==> src/rtl/ref_bank_loader.sv <==
// ref_bank_loader: streams 64-bit pixel words from an upstream source into a
// rotating set of reference banks, one BURST_LEN-word burst per bank, and
// tracks how many written bank segments the consumer has not yet released.
// Ports:
//   clk, rst_n              clock, async active-low reset
//   start, burst_total      begin a load of burst_total bursts (0 means 1)
//   in_valid, in_data       upstream word; in_ready accepts it
//   seg_release             consumer frees one occupied segment
//   beg_en, bank_sel        registered bank write strobe and one-hot select
//   ref_out                 registered bank write data
//   seg_done, seg_bank,     pulse and location of a completed burst
//   seg_idx
//   occupancy               written, unreleased segments
//   busy, load_done         activity flag and end-of-load pulse
//   rel_err                 sticky release-underflow flag
module ref_bank_loader #(
  parameter int unsigned NUM_BANKS = 4,
  parameter int unsigned BURST_LEN = 24,
  parameter int unsigned SEGS      = 4,
  localparam int unsigned BANK_W   = (NUM_BANKS > 1) ? $clog2(NUM_BANKS) : 1,
  localparam int unsigned SEG_W    = (SEGS > 1) ? $clog2(SEGS) : 1
) (
  input  logic                 clk,
  input  logic                 rst_n,
  input  logic                 start,
  input  logic [7:0]           burst_total,
  input  logic                 in_valid,
  input  logic [63:0]          in_data,
  output logic                 in_ready,
  input  logic                 seg_release,
  output logic                 beg_en,
  output logic [NUM_BANKS-1:0] bank_sel,
  output logic [63:0]          ref_out,
  output logic                 seg_done,
  output logic [BANK_W-1:0]    seg_bank,
  output logic [SEG_W-1:0]     seg_idx,
  output logic [4:0]           occupancy,
  output logic                 busy,
  output logic                 load_done,
  output logic                 rel_err
);

  localparam int unsigned WORD_W = (BURST_LEN > 1) ? $clog2(BURST_LEN) : 1;
  localparam int unsigned OCC_W  = 5;
  localparam int unsigned CAP    = NUM_BANKS * SEGS;

  typedef enum logic [1:0] {
    IDLE  = 2'd0,
    XFER  = 2'd1,
    STALL = 2'd2
  } state_t;

  state_t              state;
  logic [WORD_W-1:0]   word_cnt;
  logic [7:0]          burst_cnt;
  logic [7:0]          burst_goal;
  logic [BANK_W-1:0]   bank_ptr;
  logic [SEG_W-1:0]    seg_ptr;

  logic                xfer_c;
  logic                last_word_c;
  logic                complete_c;
  logic                last_burst_c;
  logic                rel_bad_c;
  logic                full_nxt_c;
  logic [OCC_W-1:0]    occ_nxt_c;

  // in_ready is a registered copy of "state is XFER", so it doubles as the
  // handshake qualifier.
  assign xfer_c       = in_valid && in_ready;
  assign last_word_c  = (word_cnt == WORD_W'(BURST_LEN - 1));
  assign complete_c   = xfer_c && last_word_c;
  assign last_burst_c = (burst_cnt == (burst_goal - 8'd1));
  // A release with nothing occupied is an error unless a burst completes
  // in the same cycle, in which case the two cancel.
  assign rel_bad_c    = seg_release && (occupancy == '0) && !complete_c;
  assign full_nxt_c   = (occ_nxt_c >= OCC_W'(CAP));

  // Next occupancy: completion and release cancel when simultaneous.
  always_comb begin
    occ_nxt_c = occupancy;
    if (complete_c && !seg_release) begin
      occ_nxt_c = occupancy + OCC_W'(1);
    end else if (!complete_c && seg_release && (occupancy != '0)) begin
      occ_nxt_c = occupancy - OCC_W'(1);
    end
  end

  // Control FSM, counters, pointers and all registered outputs.
  always_ff @(posedge clk or negedge rst_n) begin
    if (!rst_n) begin
      state      <= IDLE;
      word_cnt   <= '0;
      burst_cnt  <= '0;
      burst_goal <= 8'd1;
      bank_ptr   <= '0;
      seg_ptr    <= '0;
      in_ready   <= 1'b0;
      beg_en     <= 1'b0;
      bank_sel   <= '0;
      ref_out    <= '0;
      seg_done   <= 1'b0;
      seg_bank   <= '0;
      seg_idx    <= '0;
      occupancy  <= '0;
      busy       <= 1'b0;
      load_done  <= 1'b0;
      rel_err    <= 1'b0;
    end else begin
      beg_en    <= 1'b0;
      bank_sel  <= '0;
      seg_done  <= 1'b0;
      load_done <= 1'b0;
      occupancy <= occ_nxt_c;
      if (rel_bad_c) begin
        rel_err <= 1'b1;
      end

      // Datapath: one registered bank write per accepted word.
      if (xfer_c) begin
        beg_en   <= 1'b1;
        bank_sel <= NUM_BANKS'(1) << bank_ptr;
        ref_out  <= in_data;
        if (last_word_c) begin
          word_cnt  <= '0;
          burst_cnt <= burst_cnt + 8'd1;
          seg_done  <= 1'b1;
          seg_bank  <= bank_ptr;
          seg_idx   <= seg_ptr;
          // Segment advances each time the bank rotation wraps.
          if (bank_ptr == BANK_W'(NUM_BANKS - 1)) begin
            bank_ptr <= '0;
            seg_ptr  <= (seg_ptr == SEG_W'(SEGS - 1)) ? '0 : seg_ptr + SEG_W'(1);
          end else begin
            bank_ptr <= bank_ptr + BANK_W'(1);
          end
        end else begin
          word_cnt <= word_cnt + WORD_W'(1);
        end
      end

      case (state)
        IDLE: begin
          if (start) begin
            word_cnt   <= '0;
            burst_cnt  <= '0;
            burst_goal <= (burst_total == 8'd0) ? 8'd1 : burst_total;
            busy       <= 1'b1;
            if (full_nxt_c) begin
              state    <= STALL;
              in_ready <= 1'b0;
            end else begin
              state    <= XFER;
              in_ready <= 1'b1;
            end
          end
        end
        XFER: begin
          // Decisions happen only at burst boundaries.
          if (complete_c) begin
            if (last_burst_c) begin
              load_done <= 1'b1;
              state     <= IDLE;
              in_ready  <= 1'b0;
              busy      <= 1'b0;
            end else if (full_nxt_c) begin
              state    <= STALL;
              in_ready <= 1'b0;
            end
          end
        end
        STALL: begin
          if (seg_release) begin
            state    <= XFER;
            in_ready <= 1'b1;
          end
        end
        default: begin
          state    <= IDLE;
          in_ready <= 1'b0;
          busy     <= 1'b0;
        end
      endcase
    end
  end

endmodule

==> config.mk <==
export PLATFORM = sky130hd
export DESIGN_NAME = ref_bank_loader
export DESIGN_NICKNAME = d
export VERILOG_FILES = /design/src/rtl/ref_bank_loader.sv
export SDC_FILE = /design/constraint.sdc
export NUM_CORES = 1
export LEC_CHECK = 0
export ABC_AREA = 1
export ABC_CLOCK_PERIOD_IN_PS = 2900
export BUFFER_PORTS_ARGS = -buffer_cell sky130_fd_sc_hd__buf_4
export CAP_MARGIN = 20
export CORE_UTILIZATION = 54
export CTS_BUF_LIST = sky130_fd_sc_hd__clkbuf_16
export DETAILED_ROUTE_END_ITERATION = 7
export HOLD_SLACK_MARGIN = 0.06
export PLACE_DENSITY = 0.86
export REMOVE_ABC_BUFFERS = 1
export SYNTH_ARGS = -nofsm -noshare
export SYNTH_HDL_FRONTEND = slang
export SYNTH_SLANG_ARGS = --single-unit
export TNS_END_PERCENT = 5
==> constraint.sdc <==
create_clock -name clk -period 2.9 [get_ports clk]
set_input_delay 0.435 -clock clk [delete_from_list [all_inputs] [get_ports clk]]
set_output_delay 0.435 -clock clk [all_outputs]
set_load 0.02 [all_outputs]
==> flow_summary_export.csv, run 1 <==
group,metric,value,unit
yosys,ys_types,31,
final_layout,multi_input_comb_area,1810,um^2
routing,drcViolationCount,0,
timing,finalMaxSlewViolations,0,
timing,rsz0062_at_grt,"false",
routing,routed_via_density,4.99,
routing,totalWireLength,11600,um
power_and_ir_drop,power-per-cell-area,1030,nW/um^2
global_route,first_global_vias,4100,
placement,dp_hpwl,8200,um
global_route,antenna_found_initial,0,
clock_network,postCtsSetupBuffers,0,
setup_path,crit_path_end_kind,"flop",
setup_path,crit-reg2reg-capture,"busy",
flow_run,max_cap_viol_count,0,
final_layout,syn_to_final_growth,33.4,%
yosys,post_synthesis_sequential_element_count,110,
yosys,yosysSeqAreaShare,0.570,
final_layout,n_fill_cell,638,
hold_path,hp-start,"in_data[59]",
yosys,yosys_most_used_dff,"dfrtp_1",
clock_network,cts.clk_slew.worst_paths,0.08,ns
outcome,run_status,"complete, no violations",
floorplanning,dieArea,9330,um^2
setup_path,ff2ff_path_depth,14,
timing,clock-skew-final,0.00855,ns
setup_path,r2r_start,"burst_goal[0]",
final_layout,final_layout_size_suffix_gt1_frac,0.266,
timing,finalSetupTns,0,ns
clock_network,insertion_delay,0.34,ns
timing,timing.fmax,493,MHz
clock_network,maximum_buffer_depth_of_the_clock_tree,2,
placement,io_buffer_count,159,
hold_path,hold_path_class,"input pin to flop",
final_layout,antennaDiodeCount,0,
clock_network,tritoncts_num_sinks,110,
yosys,synth-warning-count,0,
floorplanning,die_w,96.6,um
placement,routabilityCongestion,0.913,
floorplanning,dieHeight,96.6,um
setup_path,cell_type_with_the_highest_occurrence_count_on_the_critical_path,"nand2_1",
setup_path,cp.arrival,2.23,ns
global_route,grt_pass1_wl,18500,um
timing,worst-slew-pin-transition,0.641,ns
global_route,grt_max_degree,68,
setup_path,timing_worst_setup_path_type,"flop to flop",
power_and_ir_drop,leakage_power_figure,0.00357,uW
final_layout,final-instance-count-excl-fill,848,
power_and_ir_drop,ir_worst_vdd,0.615,mV
final_layout,design.final.nets,822,
timing,period_share,0.699,
floorplanning,floorplan.initialDensity,0.557,
timing,timing.final.hold_violations,0,
clock_network,cts_resized,0,
setup_path,crit_slowest_cell,"dfstp_2",
routing,wire_per_inst,13.6,um
floorplanning,ios,160,
yosys,avgSynthCellArea,8.36,um^2
floorplanning,core_area,8680,um^2
routing,first_iter_violations,169,
setup_path,r2r_slack,0.87,ns
clock_network,cts.htree.levels,3,
hold_path,hold_depth,3,
setup_path,worst_path_cell_chain,"inv_1 -> ha_1 -> nand2_1 -> inv_1 -> nor2_1 -> nand2_1 -> nor2_1 -> nand3_1 -> nor2_1 -> nand2_2 -> nand2_2 -> nand3_1 -> nand2_1 -> nand2_1",
timing,timing.final.crit_period,2.03,ns
timing,timing.max_slew.rel_slack,0.573,
clock_network,cts_root_buf,"clkbuf_16",
routing,num_vias,4234,
routing,detail-route-antenna-nets,0,
setup_path,critPathLaunchType,"flop",
setup_path,path_max_fanout,5,
yosys,ys_async_sr_fraction,1.00,
final_layout,final-seq-area,2750,um^2
hold_path,min_to,"ref_out[59]",
global_route,overflow_left_after_global_routing,0,
floorplanning,row_count,34,
routing,drt-pass1-iter-count,4,
yosys,number_of_flops_mapped_to_enable_cells_by_yosys,0,
timing,setup_viol,0,
placement,numPlacedInstances,831,
setup_path,worst-path-buf-inv,2,
global_route,grt_use_total,0.258,
setup_path,critical_path.max_stage_delay,0.57,ns
yosys,syn_inst,578,
clock_network,tritoncts,"yes",
setup_path,cpLargestDelayFamily,"simple AND/OR/NAND/NOR gates",
yosys,synthesis.area,4830,um^2
clock_network,tritoncts.num_buffers,9,
clock_network,quantity_of_hold_fixing_buffers_added_after_cts,1,
setup_path,timing.critical_path.required,3.11,ns
[placed cells by master, fill, tap and decap left out, drive strengths merged]
master,n
xor2,8
o21ai,27
clkinvlp,2
a22oi,1
nand3,27
dlygate4sd3,1
nor4,2
nor2,34
o211ai,2
dfstp,1
buf,164
o221ai,1
nand2,263
dfrtp,109
nor3,6
ha,10
clkbuf,9
o211a,1
a21oi,4
xnor2,4
nand4,5
o21bai,2
a211oi,1
clkinv,4
inv,52
[worst max-delay path by stage]
stage / startpoint / endpoint / slack [ns] / cells after the start
final: burst_goal[0] / busy / 0.87 / 14
after global routing: burst_goal[0] / busy / 0.69 / 14
after CTS: burst_goal[0] / busy / 0.87 / 14
after detailed placement: burst_goal[0] / busy / 0.93 / 14
after global placement: burst_goal[0] / busy / 0.96 / 14
after floorplan: in_ready / state[1] / -0.62 / 12
[tightest hold or removal path: stages]
cell,delay (ns)
buf_4,0.08
nand2_1,0.04
nand2_1,0.04
[cell usage after synthesis, types with 5 or more instances]
master / n / area, um^2
nand2_2: 5 / 31.3
nand3_1: 26 / 130
clkbuf_1: 12 / 45.0
nand2_1: 257 / 965
dfrtp_1: 109 / 2730
o21ai_0: 27 / 135
nor2_1: 33 / 124
xor2_1: 8 / 70.1
ha_1: 10 / 125
inv_1: 44 / 165
inv_2: 6 / 22.5
nor3_1: 6 / 30.0
[layout make-up]
class,count,area share
Sequential cell,110,0.427
Multi-Input combinational cell,398,0.281
Timing Repair Buffer,165,0.195
Clock buffer,9,0.0350
Inverter,51,0.0297
Tap cell,108,0.0210
Clock inverter,7,0.0111
[metrics by stage]
stage | util | setup WS (ns) | total power [uW] | cell area [um^2] | hold WS, ns
3_5_place_dp | 0.707 | 0.929 | 5430 | 6140 | 0.429
4_1_cts | 0.743 | 0.871 | 6670 | 6440 | 0.268
5_1_grt | 0.743 | 0.695 | 7050 | 6440 | 0.265
2_1_floorplan | - | -0.616 | 4130 | 4760 | 0.139
3_3_place_gp | 0.707 | 0.959 | 5320 | 6140 | 0.416
6_report | 0.743 | 0.873 | 6630 | 6440 | 0.275
[power by group]
part | leakage [uW] | switching (uW) | internal, uW
sequential | 0.00135 | 453 | 2160
clock | 0.000137 | 608 | 605
combinational | 0.00208 | 1650 | 1150
[sequential cells by signal, indices dropped and copies added (netlist names), named ones only]
register,count
bank_ptr,2
bank_sel,4
beg_en,1
burst_cnt,8
burst_goal,8
busy,1
in_ready,1
load_done,1
occupancy,3
ref_out,64
rel_err,1
seg_bank,2
seg_done,1
seg_idx,2
seg_ptr,2
state,2
word_cnt,5
[cell families (layout without fill, tap and decap cells)]
logic type / after synthesis / in the layout / share of synthesized area
DFF: 110 / 110 / 0.570
AOI/OAI and AO/OA: 39 / 39 / 0.0461
and+or+nand+nor: 337 / 337 / 0.281
adders and majority gates: 10 / 10 / 0.0259
buffers and inverters: 70 / 232 / 0.0552
xor gates and xnor gates: 12 / 12 / 0.0218
[per-layer routing]
metal | part of all wire | up-vias | routed length, um | track usage
li1 | - | 2089 | - | -
met1 | 0.42 | 2000 | 4800 | 0.319
met2 | 0.50 | 132 | 5730 | 0.434
met3 | 0.079 | 13 | 915 | 0.0955
met4 | 0.0093 | 0 | 108 | 0.0551
met5 | 0 | - | 0 | 0
Power figures use the tool's default switching activity.
==> inputs of run 2 (changes only) <==
ABC_CLOCK_PERIOD_IN_PS = 2100   (was 2900)
CORE_UTILIZATION = 51   (was 54)
PLACE_DENSITY = 0.82   (was 0.86)
clock period = 2.1 ns   (was 2.9 ns; I/O delays follow)
==> run 2 against run 1 <==
Flip-flop and latch count is the same. Global-route usage shrank 1.3 points. Die area grew 5.8%. First-iteration DRC count shrank 5.9%. Largest power group unchanged.
==> flow_summary_export.csv, run 2 (same netlist as run 1, synthesis figures left out) <==
group,metric,value,unit
setup_path,r2r_start,"word_cnt[0]",
global_route,antenna_found_initial,0,
setup_path,timing.critical_path.required,2.33,ns
routing,detail-route-antenna-nets,0,
placement,numPlacedInstances,835,
clock_network,tritoncts.num_buffers,9,
final_layout,multi_input_comb_area,1810,um^2
global_route,first_global_vias,4241,
global_route,grt_use_total,0.245,
power_and_ir_drop,p_total,9040,uW
routing,totalWireLength,11400,um
timing,worst-slew-pin-transition,0.645,ns
setup_path,crit_path_end_kind,"flop",
final_layout,fin_util,0.699,
routing,num_vias,4193,
final_layout,antennaDiodeCount,0,
timing,clock-skew-final,0.00859,ns
routing,drcViolationCount,0,
final_layout,design.final.nets,823,
timing,timing.fmax,516,MHz
clock_network,tritoncts,"yes",
final_layout,top_register,"ref_out",
final_layout,syn_to_final_growth,33.1,%
placement,io_buffer_count,159,
placement,placedInstanceArea,6150,um^2
floorplanning,ios,160,
clock_network,insertion_delay,0.34,ns
timing,setup_viol,0,
setup_path,critPathLaunchType,"flop",
setup_path,crit_slowest_cell,"dfrtp_1",
final_layout,mostFrequentLayoutCell,"nand2_1",
timing,finalMaxSlewViolations,0,
timing,timing.final.hold_violations,0,
timing,period_share,0.922,
routing,drt-pass1-iter-count,4,
placement,routabilityCongestion,0.939,
setup_path,ff2ff_path_depth,14,
setup_path,worst_path_cell_chain,"ha_1 -> nand4_2 -> inv_2 -> nand2_4 -> inv_2 -> nand2_2 -> inv_2 -> nand2_1 -> nand2_2 -> inv_2 -> nand3_2 -> nand2_1 -> nand2_1 -> nand2_1",
placement,dp_hpwl,8140,um
floorplanning,die_w,99.3,um
setup_path,critical_path.max_stage_delay,0.39,ns
global_route,grt_pass1_wl,19300,um
final_layout,fin_area,6430,um^2
setup_path,cp.arrival,2.16,ns
clock_network,cts.clk_slew.worst_paths,0.07,ns
floorplanning,dieHeight,99.3,um
flow_run,max_cap_viol_count,0,
clock_network,quantity_of_hold_fixing_buffers_added_after_cts,0,
final_layout,n_fill_cell,715,
global_route,overflow_left_after_global_routing,0,
floorplanning,floorplan.initialDensity,0.525,
floorplanning,row_count,35,
floorplanning,dieArea,9870,um^2
clock_network,maximum_buffer_depth_of_the_clock_tree,2,
clock_network,cts_root_buf,"clkbuf_16",
final_layout,final_layout_size_suffix_gt1_frac,0.269,
timing,rsz0062_at_grt,"false",
routing,wire_per_inst,13.4,um
power_and_ir_drop,power-per-cell-area,1410,nW/um^2
clock_network,cts.htree.levels,3,
hold_path,hold_path_class,"input pin to asynchronous set/reset pin",
final_layout,largest_register_ffs,64,
setup_path,path_max_fanout,12,
timing,timing.max_slew.rel_slack,0.570,
final_layout,largest_registers,"ref_out: 64 flops, burst_cnt: 8 flops, burst_goal: 8 flops",
power_and_ir_drop,leakage_power_figure,0.00357,uW
clock_network,tritoncts_num_sinks,110,
setup_path,r2r_slack,0.16,ns
routing,routed_via_density,4.93,
timing,timing.final.crit_period,1.94,ns
final_layout,final-instance-count-excl-fill,851,
floorplanning,core_area,9200,um^2
routing,first_iter_violations,159,
final_layout,most-common-layout-cells,"nand2_1 (256), buf_4 (165), dfrtp_1 (109)",
global_route,grt_max_degree,111,
setup_path,crit-reg2reg-capture,"in_ready",
final_layout,final-seq-area,2750,um^2
outcome,run_status,"complete, no violations",
timing,finalSetupTns,0,ns
setup_path,timing_worst_setup_path_type,"flop to flop",
power_and_ir_drop,ir_worst_vdd,0.851,mV
==> run 2: layout make-up <==
cell class / instances / share of cell area
inverter: 51 / 0.0298
timing repair buffer: 166 / 0.196
clock buffer: 9 / 0.0350
multi-input combinational: 398 / 0.282
sequential: 110 / 0.428
clock inverter: 6 / 0.00740
tap: 111 / 0.0216
==> run 2: stage by stage <==
stage	setup WS [ns]	hold slack, ns
after floorplan	-1.42	0.0194
after global placement	0.191	0.436
after detailed placement	0.119	0.441
after CTS	0.0954	0.0795
after global routing	0.0137	0.0961
final	0.163	0.0435
==> run 2: timing repair <==
item,4_1_cts,5_1_grt
buffers inserted,0,1
endpoints found under the setup margin,0,4
gates resized for setup,0,1
==> run 2: power breakdown <==
part           switching [uW]  internal (uW)
Clock                     768            809
Sequential                609           2980
Combinational            2270           1600
==> run 2: how the worst max path moves through the flow <==
stage / endpoint / from / slack (ns) / cells past startpoint
2_1_floorplan: state[1] / in_ready / -1.42 / 12
3_3_place_gp: busy / burst_goal[0] / 0.19 / 14
3_5_place_dp: in_ready / burst_goal[0] / 0.12 / 14
4_1_cts: in_ready / burst_goal[0] / 0.1 / 14
5_1_grt: in_ready / word_cnt[0] / 0.01 / 14
6_report: in_ready / word_cnt[0] / 0.16 / 14
==> run 2: critical path: cells and delay by family, from the launching register on <==
kind / cells / cell delay [ns]
adders and majority gates: 1 / 0.20
buffers and inverters: 4 / 0.45
DFF: 1 / 0.39
and+or+nand+nor: 9 / 0.77
==> run 2: per-layer routing <==
layer / global-route usage / routed length, um / vias to the layer above
met2: 0.408 / 5680 / 116
li1: - / - / 2096
met1: 0.305 / 4790 / 1969
met5: 0 / 0 / -
met3: 0.0745 / 781 / 12
met4: 0.0860 / 151 / 0
